<file path="src/rtl/bp_stream_lock_arbiter.sv">
// bp_stream_lock_arbiter: round-robin, per-message arbiter sharing one BP Stream
// client port among num_masters_p masters. Pass-through with no storage; a
// master's lock holds the grant until the last beat of its message transfers.
module bp_stream_lock_arbiter #(
  parameter int unsigned num_masters_p  = 2,
  parameter int unsigned data_width_p   = 64,
  parameter int unsigned paddr_width_p  = 40,
  parameter int unsigned lce_id_width_p = 4,
  parameter int unsigned lce_assoc_p    = 8,
  localparam int unsigned way_width_lp    = (lce_assoc_p > 1) ? $clog2(lce_assoc_p) : 1,
  // msg_type(4) + subop(4) + addr + size(3) + lce_id + way_id + coh_state(3)
  localparam int unsigned header_width_lp = 4 + 4 + paddr_width_p + 3 + lce_id_width_p
                                            + way_width_lp + 3,
  localparam int unsigned id_width_lp     = (num_masters_p > 1) ? $clog2(num_masters_p) : 1
) (
  input  logic                                     clk_i,
  input  logic                                     reset_n_i,
  input  logic [num_masters_p*header_width_lp-1:0] mem_header_i,
  input  logic [num_masters_p*data_width_p-1:0]    mem_data_i,
  input  logic [num_masters_p-1:0]                 mem_v_i,
  input  logic [num_masters_p-1:0]                 mem_lock_i,
  output logic [num_masters_p-1:0]                 mem_ready_o,
  output logic [header_width_lp-1:0]               mem_header_o,
  output logic [data_width_p-1:0]                  mem_data_o,
  output logic                                     mem_v_o,
  input  logic                                     mem_ready_i,
  output logic                                     mem_lock_o,
  output logic [id_width_lp-1:0]                   grant_id_o,
  output logic                                     grant_v_o
);

  typedef enum logic {e_idle, e_locked} state_e;

  state_e                 state_r;
  logic [id_width_lp-1:0] owner_r;
  logic [id_width_lp-1:0] last_r;
  logic [id_width_lp-1:0] winner;
  logic                   search_found;
  int unsigned            search_idx;
  logic                   fire;

  // Winner select: the locked owner, else first valid after last_r with explicit wrap
  always_comb begin
    winner       = last_r;
    search_found = 1'b0;
    search_idx   = 0;
    if (state_r == e_locked) begin
      winner = owner_r;
    end else begin
      for (int unsigned k = 1; k <= num_masters_p; k++) begin
        search_idx = 32'(last_r) + k;
        if (search_idx >= num_masters_p) search_idx = search_idx - num_masters_p;
        if (!search_found && mem_v_i[id_width_lp'(search_idx)]) begin
          search_found = 1'b1;
          winner       = id_width_lp'(search_idx);
        end
      end
    end
  end

  // Payload mux from the winning master's slice
  always_comb begin
    mem_header_o = '0;
    mem_data_o   = '0;
    for (int unsigned i = 0; i < num_masters_p; i++) begin
      if (winner == id_width_lp'(i)) begin
        mem_header_o = mem_header_i[i*header_width_lp +: header_width_lp];
        mem_data_o   = mem_data_i[i*data_width_p +: data_width_p];
      end
    end
  end

  // Ready routed back to the winner only; nothing is granted while reset is held
  always_comb begin
    mem_ready_o         = '0;
    mem_ready_o[winner] = reset_n_i & mem_ready_i;
  end

  // Handshake and grant reporting; mem_v_o has no dependence on mem_ready_i
  assign mem_v_o    = reset_n_i & mem_v_i[winner];
  assign mem_lock_o = reset_n_i & mem_lock_i[winner];
  assign grant_id_o = winner;
  assign grant_v_o  = reset_n_i & (mem_v_i[winner] | (state_r == e_locked));
  assign fire       = mem_v_o & mem_ready_i;

  // Message FSM: lock on a non-final beat, release and advance pointer on the last beat
  always_ff @(posedge clk_i) begin
    if (!reset_n_i) begin
      state_r <= e_idle;
      owner_r <= '0;
      last_r  <= id_width_lp'(num_masters_p - 1);
    end else if (fire) begin
      if (mem_lock_o) begin
        state_r <= e_locked;
        owner_r <= winner;
      end else begin
        state_r <= e_idle;
        last_r  <= winner;
      end
    end
  end

  // Configuration sanity check
  if (num_masters_p < 2) begin : g_num_masters_check
    $error("bp_stream_lock_arbiter: num_masters_p must be >= 2");
  end

  // Owner's header must hold while it waits on a stalled client inside a message
  a_header_stable: assert property (@(posedge clk_i) disable iff (!reset_n_i)
    (state_r == e_locked && mem_v_o && !mem_ready_i) |=> (!mem_v_o || $stable(mem_header_o)))
    else $error("bp_stream_lock_arbiter: header changed while stalled");

endmodule
</file>
<file path="config.mk">
export PLATFORM = sky130hd
export DESIGN_NAME = bp_stream_lock_arbiter
export DESIGN_NICKNAME = d
export VERILOG_FILES = /design/src/rtl/bp_stream_lock_arbiter.sv
export SDC_FILE = /design/constraint.sdc
export NUM_CORES = 1
export LEC_CHECK = 0
export BUFFER_PORTS_ARGS = -buffer_cell sky130_fd_sc_hd__buf_2
export CAP_MARGIN = 10
export CORE_AREA = 2 2 152 154
export DETAILED_ROUTE_END_ITERATION = 10
export DIE_AREA = 0 0 154 156
export GPL_TIMING_DRIVEN = 0
export PLACE_DENSITY_LB_ADDON = 0.12
export SLEW_MARGIN = 30
export SYNTH_ARGS = -nofsm -noshare
export SYNTH_HDL_FRONTEND = slang
export SYNTH_SLANG_ARGS = --single-unit
</file>
<file path="constraint.sdc">
create_clock -name clk_i -period 1.9 [get_ports clk_i]
set_input_delay 0.38 -clock clk_i [delete_from_list [all_inputs] [get_ports clk_i]]
set_output_delay 0.38 -clock clk_i [all_outputs]
set_load 0.02 [all_outputs]
</file>
Word-level counts from Yosys, hierarchy flattened --
Index checks and enable logic that the tools add are counted.
Operators by class: reductions and logical operators 5, mux-type cells 22, order comparisons 6, $add $sub $neg 4, bitwise logic cells 8
Operators with widths (count):
- $mux 64 | 1
- $mux 61 | 1
- $mux 1 | 19
- $lt 1x2->1 const B | 3
- $and 1x1->1 | 5
- $reduce_and 2->1 | 2
- $add 1x2->3 const B | 1
- $ge 3x2->1 const B | 1
- $add 1x1->2 const B | 1
- $and 2x2->2 | 1
- $ge 2x2->1 const B | 1
- $logic_and 1x1->1 | 2
- $sub 1x1->1 const B | 2
- $demux 1 s1 | 1
- $ge 1x1->1 const B | 1
- $logic_not 1->1 | 1
- $not 1->1 | 1
- $or 1x1->1 | 1
Word-level totals: bits in registers 3, output and inout bits 131

Logic depth before layout (Yosys ltp) --
word-level depth 17, gate-level depth with buffers 6, depth with buffers taken out 4

Least setup slack after synthesis --
OpenSTA, ideal clock, no wires.
kind input port to output port, start input mem_v_i[1], end output mem_ready_o[0], cell stages on the path 6, slack 0.006 ns, data arrival time 1.514 ns, path buffers 2, cell sequence nor2b_1 > o31ai_4 > buf_6 > buf_6 > inv_1 > nor2_1
On the way: longest elaborated chain between the ends 13, elaborated cells between the ends (all ways) 17, classes of those cells order compare (2); mux (11); bitwise (1); reduce/logical (3)
RTL lines:
- start, declared | RTL line 20 | input logic [num_masters_p-1:0] mem_v_i,
- $mux 1 (implied by the code) (2 in a row) | RTL line 53 | if (!search_found && mem_v_i[id_width_lp'(search_idx)]) begin
- $mux 1 | RTL line 53
- $mux 1 | RTL line 47 | if (state_r == e_locked) begin
- $logic_not 1->1 | RTL line 53
- $logic_and 1x1->1 | RTL line 53
- $mux 1 * | RTL line 53
- $mux 1 * | RTL line 47
- net grant_id_o | RTL line 28 | output logic [id_width_lp-1:0] grant_id_o,
- $lt 1x2->1 (implied by the code) / $ge 1x1->1 (equally long branches) | RTL line 76 | mem_ready_o[winner] = reset_n_i & mem_ready_i;
- $logic_and 1x1->1 (implied by the code) | RTL line 76
- $mux 1 (implied by the code) | RTL line 76
- $demux 1 s1 * | RTL line 76
- $and 2x2->2 (no line) *
- end, declared | RTL line 22 | output logic [num_masters_p-1:0] mem_ready_o,
Mark *: on every way through the listed nets, which the timed path passes. The rest lies on a longest branch. The select of a mux whose other input is x is not followed.

Worst setup path in the final report --
start register last_r, end output mem_data_o[14]
On the way: longest elaborated chain between the ends 13, elaborated cells between the ends (all ways) 22, classes of those cells add/sub (4); order compare (2); mux (14); reduce/logical (2)
RTL lines:
- start, declared | RTL line 36 | logic [id_width_lp-1:0] last_r;
- start signal, assigned | RTL line 91 | last_r <= id_width_lp'(num_masters_p - 1);
- start signal, assigned | RTL line 98 | last_r <= winner;
- $add 1x1->2 | RTL line 51 | search_idx = 32'(last_r) + k;
- $ge 2x2->1 / $sub 1x1->1 (equally long branches) | RTL line 52 | if (search_idx >= num_masters_p) search_idx = search_idx - num_masters_p;
- $mux 1 | RTL line 52
- $mux 1 | RTL line 47
- $mux 1 (implied by the code) (2 in a row) | RTL line 53
- $mux 1 | RTL line 53
- $mux 1 | RTL line 47
- $logic_not 1->1 | RTL line 53
- $logic_and 1x1->1 | RTL line 53
- $mux 1 * | RTL line 53
- $mux 1 * | RTL line 47
- $mux 64 * | RTL line 66 | if (winner == id_width_lp'(i)) begin
- end, declared | RTL line 24 | output logic [data_width_p-1:0] mem_data_o,
Every way passes the cells marked *; elsewhere a longest branch is shown, timed or not. The select of a mux whose other input is x is not followed.

==> impl_metrics.ini <==
[outcome]
status = complete, but fails checks
failed_checks = negative setup slack

[synth]
synth_warnings = 0
async_flop_share_pct = 0
ys_ff_latch = 3
synth_edf_count = 0
yosys.area.top_type_share_pct = 32.61
synth-seq-area-share_pct = 3.051
synth_nets = 431
synth-adder-area-share_pct = 0
synth.area.top_cells = mux2_1 33%, mux2_4 31%, mux2_2 16%
yosys.area.top_type = mux2_1
synth.distinct_cells = 24
synth_ff_type = dfxtp_1
synth.most_common_cell = mux2_1
netlist_area_mm2 = 0.001968
synth-simple-area-share_pct = 3.942
synth_compound_area_share_pct = 4.387
synth_xor_area_share_pct = 0
syn_inst = 174
syn-mean-instance-area_um2 = 11.31
synth_top_family_by_area = multiplexers
synth.area.mux_share_pct = 80.67
synth_common_cells = 57 x mux2_1, 40 x mux2_4, 28 x mux2_2, 11 x buf_6, 5 x nor2b_1

[worst_setup_path]
cp_num_buf_inv = 5
critPathCaptureType = output port
slowest_stage = dfxtp_4
cpMostUsedCell = buf_6
critPathMaxFanout = 7
regToRegStartpoint = last_r$_SDFFE_PN1P_
slowest_delay_ns = 0.35
startpoint = last_r$_SDFFE_PN1P_
required_ns = 1.52
cp.arrival_ns = 1.90
startpoint_type = register
crit_chain = nor2b_4 -> o31ai_4 -> buf_6 -> buf_12 -> buf_8 -> buf_16 -> mux2_4 -> buf_6
critPathKind = register to output port
critical-path-top-delay-family = buffers and inverters

[sta]
min_period_ns = 2.278
max-slew-margin-rel_pct = 72.41
fin_worst_skew_ns = 0.0005319
fin_crit_sh_pct = 119.9
setup_viol = 130
max_freq_mhz = 439.0
worst_pin_slew_ns = 0.4139
hold_viol_final = 0
finalMaxSlewViolations = 0
timing.final.ws_setup_ns = -0.3778
rsz0062_at_grt = true

[drt]
postRouteAntennaNets = 0
num_vias = 3137
first_pass_iters = 4
drc = 0
drt_iter0_drc = 63
via_per_inst = 3.622
wl_per_cell_um = 15.89
wl_um = 13760

[final_layout]
seq_area_um2 = 65.06
fin_util_pct = 25.17
synthToLayoutAreaGrowth_pct = 186.0
multi_input_area_mm2 = 0.002017
drive_above_1_share_pct = 95.70
diodes = 0
fillers = 2387
layout.nets = 839

[placement]
post-place-ws_ns = -0.5221
portBuffers = 386
gp_congestion = 0.7655
hpwl_um = 10930

[global_routing]
grt_pass1_wl_um = 18290
grt.total_usage_pct = 9.792
grt_max_degree = 11
grt_pass1_vias = 3261
antenna_found_initial = 1
overflow = 0

[power]
p_leak_nw = 3.090
power.density_mw_per_mm2 = 600.6
irDropWorstVdd_mv = 0.2636

[clocking]
cts_tree = yes
path_clk_slew_ns = 0.03
cts-root-buf = clkbuf_16
cts_buffer_depth = 2
clock-sinks = 3
cts_buffers = 3
cts-hold-fix-buffers = 0
h-tree-depth = 1
clk_latency_ns = 0.22

[die]
die_area_mm2 = 0.02402
die_h_um = 156
core_mm2 = 0.02237
top_level_ports = 388
start_util_pct = 8.800
rows = 55
die_w_um = 154

[min_path]
min-delay-start = mem_lock_i[1]
holdCritPathClass = input port to register

[job]
cap_violations = 0
-- layout by cell type, fill, tap and decap left out, drive strengths merged, types with 3 or more instances in the layout --
master and count:
mux2 125, inv 3, dfxtp 3, nor2 3, buf 412, a21oi 4
nor2b 5, clkbuf 10, mux2i 3
-- final cells by class --
type	count	share of cell area, %
repair buffers	404	50.66
multi-input cells	153	35.83
well taps	285	6.335
plain buffers	14	4.334
clock buffers	4	1.400
flip-flops and latches	3	1.156
inverters	3	0.2890
-- worst register-to-register path: cells and delay by family (launching register included) --
| kind | cells | cell delay (ns) |
|---|---|---|
| flip-flops | 1 | 0.35 |
| multiplexers | 1 | 0.23 |
| AND/OR/NAND/NOR | 1 | 0.14 |
| AO/OA/AOI/OAI | 2 | 0.26 |
| buffers and inverters | 4 | 0.55 |
-- worst paths after layout --
path                     endpoint  cells after the start  slack (ns)
max                mem_data_o[14]                      8       -0.38
min           last_r$_SDFFE_PN1P_                      4        0.55
max reg2reg  state_r$_SDFFE_PN0P_                      8        0.25
min reg2reg  state_r$_SDFFE_PN0P_                      2        0.61
-- what timing repair did --
| item | CTS | global route |
|---|---|---|
| cloned | 5 | 5 |
| gates resized for setup | 220 | 81 |
| setup buffers | 8 | 0 |
| pin swaps | 3 | 0 |
| endpoints found under the setup margin | 130 | 130 |
-- routing by layer --
metal  global-route usage (%)  share of wire (%)  up-vias
met3                    2.417                9.1        9
li1                         -                  -     1474
met2                    20.37                 56      216
met5                        0                  0        -
met4                    1.602               0.84        0
met1                    9.815                 34     1438
-- power breakdown --
group	internal, mW	leakage (nW)	total (mW)	switching, mW
clock network	0.277	0.0382	0.336	0.0588
registers	0.0689	0.0249	0.0783	0.00934
logic	1.69	3.03	2.97	1.27
-- logic make-up after synthesis --
logic type	after synthesis
compound gates	11
buf+inv	18
flops	3
mux	128
simple gates	14
-- registers in the layout, indices dropped and copies added (netlist names) --
signal	count
last_r	1
owner_r	1
state_r	1
-- metrics by stage --
stage	TNS, ns	instances	power (mW)	hold slack (ns)	cell area, µm²
after floorplan	0	174	1.342	0.5535	1968
after global placement	-50.01	845	2.113	0.5919	4257
after detailed placement	-49.96	845	2.111	0.5990	4257
after CTS	-42.51	861	3.139	0.5517	5235
after global routing	-47.94	866	3.541	0.5889	5629
final	-40.86	866	3.381	0.5455	5629
Note: power is estimated with default switching activity, not from simulation.
